[src/rtl/mcp_sched_pkg.sv]
// Shared types and constants for the multicycle path scheduler.
package mcp_sched_pkg;

    // Scheduler FSM states
    typedef enum logic [1:0] {
        IDLE = 2'd0,
        WAIT = 2'd1,
        DONE = 2'd2
    } state_t;

    // Requester identifiers as carried on result_src / win_src
    localparam logic SRC_A = 1'b0;
    localparam logic SRC_B = 1'b1;

    // Largest legal setup multiplier
    localparam int MCP_CYCLES_MAX = 15;

endpackage

[src/rtl/mcp_rr_arbiter.sv]
// Two-way arbiter for the multicycle path scheduler.
// Build option MCP_RR_ARB_EN: round-robin on ties (A wins the first tie);
// otherwise fixed priority with A above B and no state at all.
module mcp_rr_arbiter
    import mcp_sched_pkg::*;
(
`ifdef MCP_RR_ARB_EN
    input  logic clk1,
    input  logic rst,
`endif
    input  logic req_a,
    input  logic req_b,
    input  logic enable,
    output logic gnt_a,
    output logic gnt_b,
    output logic win_src
);

`ifdef MCP_RR_ARB_EN
    logic last_grant_reg;

    // Remember who was served last so a tie goes to the other side
    always_ff @(posedge clk1) begin
        if (rst) begin
            last_grant_reg <= SRC_B;
        end else if (gnt_a || gnt_b) begin
            last_grant_reg <= win_src;
        end
    end

    // Winner selection: alternate on ties, otherwise whoever is asking
    always_comb begin
        win_src = SRC_A;
        if (req_a && req_b) begin
            win_src = (last_grant_reg == SRC_B) ? SRC_A : SRC_B;
        end else if (req_b) begin
            win_src = SRC_B;
        end
    end
`else
    // Winner selection: A always beats B
    always_comb begin
        win_src = req_a ? SRC_A : SRC_B;
    end
`endif

    // Grants only fire while the scheduler can accept a new operation
    always_comb begin
        gnt_a = enable && req_a && (win_src == SRC_A);
        gnt_b = enable && req_b && (win_src == SRC_B);
    end

endmodule

[src/rtl/multicycle_path_scheduler.sv]
// Two-requester scheduler for a shared multicycle datapath: grants one
// requester, launches its operand from path_in, waits MCP_CYCLES cycles,
// captures path_out into result and hands it off with valid/ready.
// Build option MCP_RR_ARB_EN selects round-robin instead of fixed priority.
// MCP_CYCLES outside 1..MCP_CYCLES_MAX is rejected at elaboration.
module multicycle_path_scheduler
    import mcp_sched_pkg::*;
#(
    parameter int WIDTH      = 8,
    parameter int MCP_CYCLES = 2
) (
    input  logic             clk1,
    input  logic             rst,
    input  logic             req_a,
    input  logic [WIDTH-1:0] data_a,
    output logic             gnt_a,
    input  logic             req_b,
    input  logic [WIDTH-1:0] data_b,
    output logic             gnt_b,
    output logic [WIDTH-1:0] path_in,
    input  logic [WIDTH-1:0] path_out,
    output logic             mcp_active,
    output logic [WIDTH-1:0] result,
    output logic             result_src,
    output logic             result_valid,
    input  logic             result_ready
);

    localparam int CNT_W = $clog2(MCP_CYCLES + 1);
    localparam logic [CNT_W-1:0] CNT_LOAD = CNT_W'(MCP_CYCLES - 1);

    if ((MCP_CYCLES < 1) || (MCP_CYCLES > MCP_CYCLES_MAX)) begin : g_bad_mcp
        $error("multicycle_path_scheduler: MCP_CYCLES must be 1..15");
    end

    state_t            state_reg, state_next;
    logic [CNT_W-1:0]  cnt_reg, cnt_next;
    logic [WIDTH-1:0]  path_in_reg;
    logic [WIDTH-1:0]  result_reg;
    logic              result_src_reg;
    logic              result_valid_reg, result_valid_next;
    logic              launch;
    logic              capture;
    logic              arb_enable;
    logic              win_src;

    // A request in reset would be discarded anyway, so do not show a grant
    assign arb_enable = (state_reg == IDLE) && !rst;

    mcp_rr_arbiter u_arb (
`ifdef MCP_RR_ARB_EN
        .clk1    (clk1),
        .rst     (rst),
`endif
        .req_a   (req_a),
        .req_b   (req_b),
        .enable  (arb_enable),
        .gnt_a   (gnt_a),
        .gnt_b   (gnt_b),
        .win_src (win_src)
    );

    // State, window counter and valid flag
    always_ff @(posedge clk1) begin
        if (rst) begin
            state_reg        <= IDLE;
            cnt_reg          <= '0;
            result_valid_reg <= 1'b0;
        end else begin
            state_reg        <= state_next;
            cnt_reg          <= cnt_next;
            result_valid_reg <= result_valid_next;
        end
    end

    // Next-state logic; launch/capture strobes qualify the data registers
    always_comb begin
        state_next        = state_reg;
        cnt_next          = cnt_reg;
        result_valid_next = result_valid_reg;
        launch            = 1'b0;
        capture           = 1'b0;
        case (state_reg)
            IDLE: begin
                if (gnt_a || gnt_b) begin
                    launch     = 1'b1;
                    cnt_next   = CNT_LOAD;
                    state_next = WAIT;
                end
            end
            WAIT: begin
                if (cnt_reg != '0) begin
                    cnt_next = cnt_reg - CNT_W'(1);
                end else begin
                    capture           = 1'b1;
                    result_valid_next = 1'b1;
                    state_next        = DONE;
                end
            end
            DONE: begin
                if (result_ready) begin
                    result_valid_next = 1'b0;
                    state_next        = IDLE;
                end
            end
            default: begin
                state_next        = IDLE;
                cnt_next          = '0;
                result_valid_next = 1'b0;
            end
        endcase
    end

    // Launch register only moves on a grant edge, keeping the window stable
    always_ff @(posedge clk1) begin
        if (rst) begin
            path_in_reg    <= '0;
            result_src_reg <= SRC_A;
        end else if (launch) begin
            path_in_reg    <= (win_src == SRC_B) ? data_b : data_a;
            result_src_reg <= win_src;
        end
    end

    // Capture register samples the slow logic at the end of the window
    always_ff @(posedge clk1) begin
        if (rst) begin
            result_reg <= '0;
        end else if (capture) begin
            result_reg <= path_out;
        end
    end

    assign path_in      = path_in_reg;
    assign result       = result_reg;
    assign result_src   = result_src_reg;
    assign result_valid = result_valid_reg;
    assign mcp_active   = (state_reg == WAIT);

endmodule

[config.mk]
export PLATFORM = sky130hd
export DESIGN_NAME = multicycle_path_scheduler
export DESIGN_NICKNAME = d
export VERILOG_FILES = /design/src/rtl/mcp_sched_pkg.sv /design/src/rtl/mcp_rr_arbiter.sv /design/src/rtl/multicycle_path_scheduler.sv
export SDC_FILE = /design/constraint.sdc
export NUM_CORES = 1
export LEC_CHECK = 0
export BUFFER_PORTS_ARGS = -buffer_cell sky130_fd_sc_hd__buf_2
export CELL_PAD_IN_SITES_DETAIL_PLACEMENT = 0
export CELL_PAD_IN_SITES_GLOBAL_PLACEMENT = 1
export CORE_MARGIN = 5
export CORE_UTILIZATION = 31
export DETAILED_ROUTE_END_ITERATION = 10
export PLACE_DENSITY = 0.88
export SLEW_MARGIN = 5
export SYNTH_ARGS = -nofsm -noshare
export SYNTH_HDL_FRONTEND = slang
export SYNTH_HIERARCHICAL = 1
export SYNTH_SLANG_ARGS = --single-unit
[constraint.sdc]
create_clock -name clk1 -period 1.91 [get_ports clk1]
set_input_delay 0.191 -clock clk1 [delete_from_list [all_inputs] [get_ports clk1]]
set_output_delay 0.191 -clock clk1 [all_outputs]
set_load 0.005 [all_outputs]
==> metrics.csv, run 1 <==
stage,metric,value,unit
status,status,completed,
synth,async_flop_share,0,%
synth,synth_flop_cell,dfxtp_1,
timing,relSlewSlack,61.2,%
grt,antenna_found_initial,0,
place,placed_cell_area,0.00125,mm^2
clocking,cts_sinks,22,
route,viasPerCell,4.59,
power_and_ir_drop,leakage,0.667,nW
power_and_ir_drop,ir_drop,0.255,mV
clocking,clockBufferDepth,2,
final_layout,final_cell_mix,"buf_2, dfxtp_1, mux2i_1",
timing,finClkSkew,0.00896,ns
place,dp_cells,190,
synth,syn_avg_cell_area,9.59,um^2
synth,yosysWarnings,6,
route,met3_length,116,um
grt,track_usage,11.3,%
synth,syn_inst,102,
final_layout,final_util,42.3,%
synth,synth_area,978,um^2
grt,grt_pass1_vias,915,
timing,max_freq,608,MHz
final_layout,final_cells,194,
route,wl_met1,918,um
route,wirelength,2340,um
worst_setup_path,slowest_delay,0.54,ns
place,hpwlAfterDp,1840,um
clocking,postCtsSetupBuffers,0,
timing,setup_violations,0,
route,highest_layer,met4,
clocking,clk_pin_slew_worst_paths,0.12,ns
route,routedWlPerCell,12.1,um
clocking,clock_latency,0.30,ns
final_layout,syn2layout_area_growth,31.8,%
synth,synth_cell_types,27,
job,maxCapViolCount,0,
final_layout,antenna-diode-count,0,
final_layout,final_common_cell,buf_2,
floorplan,io_pins,50,
floorplan,dieArea,0.00438,mm^2
timing,tightest_slew,0.580,ns
timing,period_minus_slack,1.64,ns
clocking,cts_tree,done,
timing,period_share,86.1,%
floorplan,fp-row-count,20,
clocking,cts_root_buf,clkbuf_4,
synth,synth_seq_cells,22,
min_path,hp-class,input pin to flip-flop,
route,dr.pass1.iters,4,
floorplan,die_w,66.2,um
grt,grt_overflow,0,
clocking,holdBufCountCts,0,
worst_setup_path,cp.arrival,1.86,ns
floorplan,core_area,0.00305,mm^2
power_and_ir_drop,power,1.02,mW
timing,setup_ws,0.266,ns
floorplan,initial_core_util,32.0,%
synth,ys_seq_area_share,45.0,%
grt,grt_max_degree,25,
synth,synth-edff-count,0,
worst_setup_path,path_class,flip-flop to flip-flop,
worst_setup_path,end_kind,flip-flop,
route,drcViolationCount,0,
floorplan,die_h,66.2,um
route,wl_met2,1260,um
timing,whs,0.123,ns
grt,grt_pass1_wl,3900,um
timing,rsz0062_at_grt,no,
timing,fin_tns_setup,0,ns
final_layout,final_area,0.00129,mm^2
final_layout,drive_gt1_share,41.3,%
clocking,cts_buffers,3,
synth,syn_nets,132,
timing,slew_violations,0,
worst_setup_path,slowest_stage,dfxtp_1,
route,drt_iter0_drc,39,
route,ant_nets,0,
final_layout,nNetsFinal,181,
power_and_ir_drop,powerDensity,790,mW/mm^2
worst_setup_path,cp-start-kind,flip-flop,
worst_setup_path,required,2.13,ns
clocking,h-tree-depth,1,
worst_setup_path,crit_fanout,10,
place,post-place-ws,0.291,ns
clocking,cts-resized-gates,0,
place,gp_congestion,0.720,
route,vias,890,
worst_setup_path,cp_cell_sequence,nor3_1 > and3b_1 > nor2_1 > nor3_2 > buf_4 > o41ai_1,
timing,hold_viol,0,
place,portBuffers,49,
[final timing paths]
check | startpoint | end | slack [ns] | cells past startpoint
hold / removal | path_out[3] | result[3] | 0.12 | 3
setup / recovery | state_reg[0] | cnt_reg[1] | 0.27 | 6
setup reg to reg | state_reg[0] | cnt_reg[1] | 0.27 | 6
hold reg to reg | result_valid | result_valid | 0.48 | 2
[logic make-up after synthesis]
| kind of cell | synth area share, % |
|---|---|
| AO/OA/AOI/OAI | 16.1 |
| AND/OR/NAND/NOR | 13.8 |
| flip-flops | 45.0 |
| multiplexers | 17.4 |
| buffers and inverters | 6.39 |
| adder cells (fa/ha/maj) | 1.28 |
[routing by layer]
metal,vias to the layer above,GRT usage [%]
met5,-,0
met2,23,20.2
met4,0,6.60
li1,458,-
met3,4,1.53
met1,405,12.6
[area by class of cell]
class / instances / area, um^2
clock buffers: 4 / 36.3
fillers: 317 / 1760
inverters: 4 / 15.0
multi-input cells: 68 / 475
flip-flops and latches: 22 / 440
well taps: 44 / 55.1
repair buffers: 52 / 268
[synthesized netlist by cell type (2+ instances only)]
library cell | n | area share [%]
dfxtp_1 | 22 | 45
mux2i_1 | 17 | 17
a21oi_1 | 12 | 6.1
nor2_1 | 11 | 4.2
a211oi_1 | 8 | 6.1
clkbuf_1 | 4 | 1.5
inv_1 | 4 | 1.5
buf_2 | 2 | 1.0
buf_6 | 2 | 2.3
nand2_1 | 2 | 0.77
or2_2 | 2 | 1.3
[critical path: cells and delay by family (launching register included)]
| kind | cells | cell delay, ns |
|---|---|---|
| compound gates | 1 | 0.28 |
| simple gates | 4 | 0.57 |
| flops | 1 | 0.54 |
| buf+inv | 1 | 0.18 |
[power breakdown]
part | switching [mW] | total, mW | internal (mW)
registers | 0.0256 | 0.528 | 0.502
clock network | 0.135 | 0.252 | 0.116
logic | 0.119 | 0.240 | 0.120
total | 0.280 | 1.02 | 0.739
Note: power is estimated with default switching activity, not from simulation.
==> run 2: changes to the inputs <==
--- a/config.mk
+++ b/config.mk
@@ -9,11 +9,10 @@
 export CELL_PAD_IN_SITES_DETAIL_PLACEMENT = 0
 export CELL_PAD_IN_SITES_GLOBAL_PLACEMENT = 1
 export CORE_MARGIN = 5
-export CORE_UTILIZATION = 31
+export CORE_UTILIZATION = 33
 export DETAILED_ROUTE_END_ITERATION = 10
-export PLACE_DENSITY = 0.88
+export PLACE_DENSITY = 0.89
 export SLEW_MARGIN = 5
 export SYNTH_ARGS = -nofsm -noshare
 export SYNTH_HDL_FRONTEND = slang
-export SYNTH_HIERARCHICAL = 1
 export SYNTH_SLANG_ARGS = --single-unit
==> run 2 against run 1 <==
  * Cell area increased by 5.8%
  * Highest routed layer unchanged
  * Count of clock-buffer cells in the layout unchanged
  * Wire length increased by 1.3%
  * Power increased by 19%
  * Critical endpoint is now gnt_b
  * Register-to-register slack improved by 0.09 ns
  * Clock skew increased by 0.0037 ns
  * Utilization increased by 2.1 points
  * Non-clock buffer count unchanged
  * Worst hold slack got worse by 0.019 ns
  * Clock power about the same
  * Final cell count decreased by 1.0%
  * Global-route usage decreased by 0.25 points
==> metrics.csv, run 2 <==
stage,metric,value,unit,change
job,maxCapViolCount,0,,unchanged
timing,period_share,85.1,%,-0.98 points
floorplan,fp-row-count,20,,unchanged
place,gp_congestion,0.711,,-1.2%
floorplan,initial_core_util,34.5,%,+2.5 points
clocking,cts_sinks,22,,unchanged
clocking,h-tree-depth,1,,unchanged
place,hpwlAfterDp,1820,um,-1.0%
grt,grt_overflow,0,,unchanged
floorplan,dieArea,0.00445,mm^2,+1.7%
synth,synth.top_cells.by_area,"dfxtp_1, mux2i_1, a211oi_2",,
clocking,clockBufferDepth,2,,unchanged
worst_setup_path,required,1.72,ns,-0.41 ns
final_layout,final_cell_mix,"buf_2, dfxtp_1, mux2i_1",,
route,routedWlPerCell,12.4,um,+2.3%
synth,muxShareOfSynthArea,16.0,%,-1.4 points
final_layout,drive_gt1_share,50.0,%,+8.7 points
final_layout,final_util,44.3,%,+2.1 points
synth,synth_flop_cell,dfxtp_1,,
route,wirelength,2370,um,+1.3%
synth,netlist.area_leader.share,41.5,%,-3.6 points
synth,syn_nets,130,,-1.5%
grt,grt_pass1_vias,867,,-5.2%
floorplan,die_h,66.7,um,+0.84%
final_layout,final_area,0.00137,mm^2,+5.8%
grt,grt_pass1_wl,3810,um,-2.3%
worst_setup_path,crit_fanout,10,,unchanged
grt,grt_max_degree,24,,-4.0%
synth,yosys.area_share.xor_xnor,0,%,unchanged
timing,period_minus_slack,1.63,ns,-0.0187 ns
grt,track_usage,11.0,%,-0.25 points
route,drcViolationCount,0,,unchanged
synth,syn_inst,100,,-2.0%
power_and_ir_drop,ir_drop,0.381,mV,+49%
synth,synth-edff-count,0,,unchanged
timing,fin_tns_setup,0,ns,unchanged
place,dp_cells,188,,-1.1%
worst_setup_path,cp.arrival,1.43,ns,-0.43 ns
timing,finClkSkew,0.0126,ns,+0.00367 ns
clocking,cts_root_buf,clkbuf_4,,
clocking,cts-resized-gates,0,,unchanged
grt,antenna_found_initial,0,,unchanged
timing,setup_violations,0,,unchanged
power_and_ir_drop,powerDensity,885,mW/mm^2,+12%
clocking,clock_latency,0.31,ns,about the same
synth,yosysWarnings,0,,-6
floorplan,io_pins,50,,unchanged
timing,setup_ws,0.285,ns,+0.0187 ns
route,drt_iter0_drc,9,,-77%
power_and_ir_drop,power,1.21,mW,+19%
synth,synth_top_family_by_area,compound AO/OA/AOI/OAI gates,,
timing,rsz0062_at_grt,no,,
final_layout,antenna-diode-count,0,,unchanged
synth,synth_simple_gate_area_share,11.2,%,-2.6 points
min_path,hp-class,input pin to flip-flop,,
final_layout,final_cells,192,,-1.0%
worst_setup_path,cp-start-kind,flip-flop,,
floorplan,core_area,0.00308,mm^2,+0.82%
clocking,postCtsSetupBuffers,0,,unchanged
route,ant_nets,0,,unchanged
synth,async_flop_share,0,%,unchanged
final_layout,nNetsFinal,179,,-1.1%
clocking,clk_pin_slew_worst_paths,0.12,ns,about the same
synth,synth.most_common_cell,dfxtp_1,,
synth,synth_cell_types,25,,-7.4%
timing,relSlewSlack,63.0,%,+1.8 points
synth,synth_seq_cells,22,,unchanged
synth,syn_avg_cell_area,10.6,um^2,+11%
status,status,completed,,
route,vias,892,,+0.22%
synth,yosys-top-cells-count,"dfxtp_1, mux2i_1, nor2_1",,
final_layout,final_common_cell,buf_2,,
synth,yosysTopAreaCell,dfxtp_1,,
timing,hold_viol,0,,unchanged
route,dr.pass1.iters,3,,-1
clocking,cts_tree,done,,
place,placed_cell_area,0.00133,mm^2,+6.0%
worst_setup_path,end_kind,output pin,,
timing,slew_violations,0,,unchanged
synth,synthAdderAreaFrac,1.18,%,-0.10 points
place,portBuffers,49,,unchanged
synth,synth_area,0.00106,mm^2,+8.6%
floorplan,die_w,66.7,um,+0.84%
synth,synth_compound_area_share,23.8,%,+7.7 points
timing,whs,0.104,ns,-0.0190 ns
worst_setup_path,path_class,flip-flop to output pin,,
clocking,cts_buffers,3,,unchanged
route,viasPerCell,4.65,,+1.3%
power_and_ir_drop,leakage,0.678,nW,+1.6%
timing,max_freq,615,MHz,+1.2%
place,post-place-ws,0.350,ns,+0.0597 ns
synth,ys_seq_area_share,41.5,%,-3.6 points
clocking,holdBufCountCts,0,,unchanged
final_layout,syn2layout_area_growth,28.5,%,
timing,tightest_slew,0.554,ns,-0.0257 ns
run 2: cell types whose count changed in the layout (fill, tap and decap cells not counted), moves of 6 or more:
cell,change
a21oi_1,-9
a211oi_2,+8
a21oi_2,+8
a211oi_1,-6
run 2: worst max-delay path, stage by stage (launching register included):
cell	delay, ns
dfxtp_1	0.41
nor3_2	0.22
buf_4	0.22
and3b_1	0.17
buf_2	0.11
run 2: final cells by class:
type / count / area [um^2]
flip-flops and latches: 22 / 440
clock buffers: 4 / 36.3
repair buffers: 52 / 268
well taps: 44 / 55.1
fillers: 333 / 1710
inverters: 3 / 11.3
multi-input cells: 67 / 554
run 2: worst paths after layout:
kind | start | endpoint | slack (ns) | cells after the start
worst max-delay path | state_reg[1] | gnt_b | 0.28 | 4
worst min-delay path | path_out[3] | result[3] | 0.10 | 3
worst max register to register | cnt_reg[1] | result[6] | 0.36 | 5
worst min register to register | result[2] | result[2] | 0.51 | 2
run 2: kinds of logic after synthesis:
| kind of cell | Yosys count |
|---|---|
| multiplexers | 17 |
| adder cells (fa/ha/maj) | 1 |
| AO/OA/AOI/OAI | 25 |
| buffers and inverters | 11 |
| flip-flops | 22 |
| AND/OR/NAND/NOR | 24 |
run 2: layer usage:
| layer | up-vias | share of wire, % | track usage (%) |
|---|---|---|---|
| met5 | - | 0 | 0 |
| met3 | 3 | 12 | 4.55 |
| met4 | 0 | 0.38 | 2.28 |
| met2 | 41 | 42 | 18.9 |
| met1 | 400 | 45 | 12.8 |
| li1 | 448 | - | - |
run 2: power by group:
group / switching (mW) / leakage (nW) / internal (mW)
Clock: 0.137 / 0.0210 / 0.116
Sequential: 0.0490 / 0.181 / 0.525
Combinational: 0.192 / 0.476 / 0.189
Total: 0.378 / 0.678 / 0.830
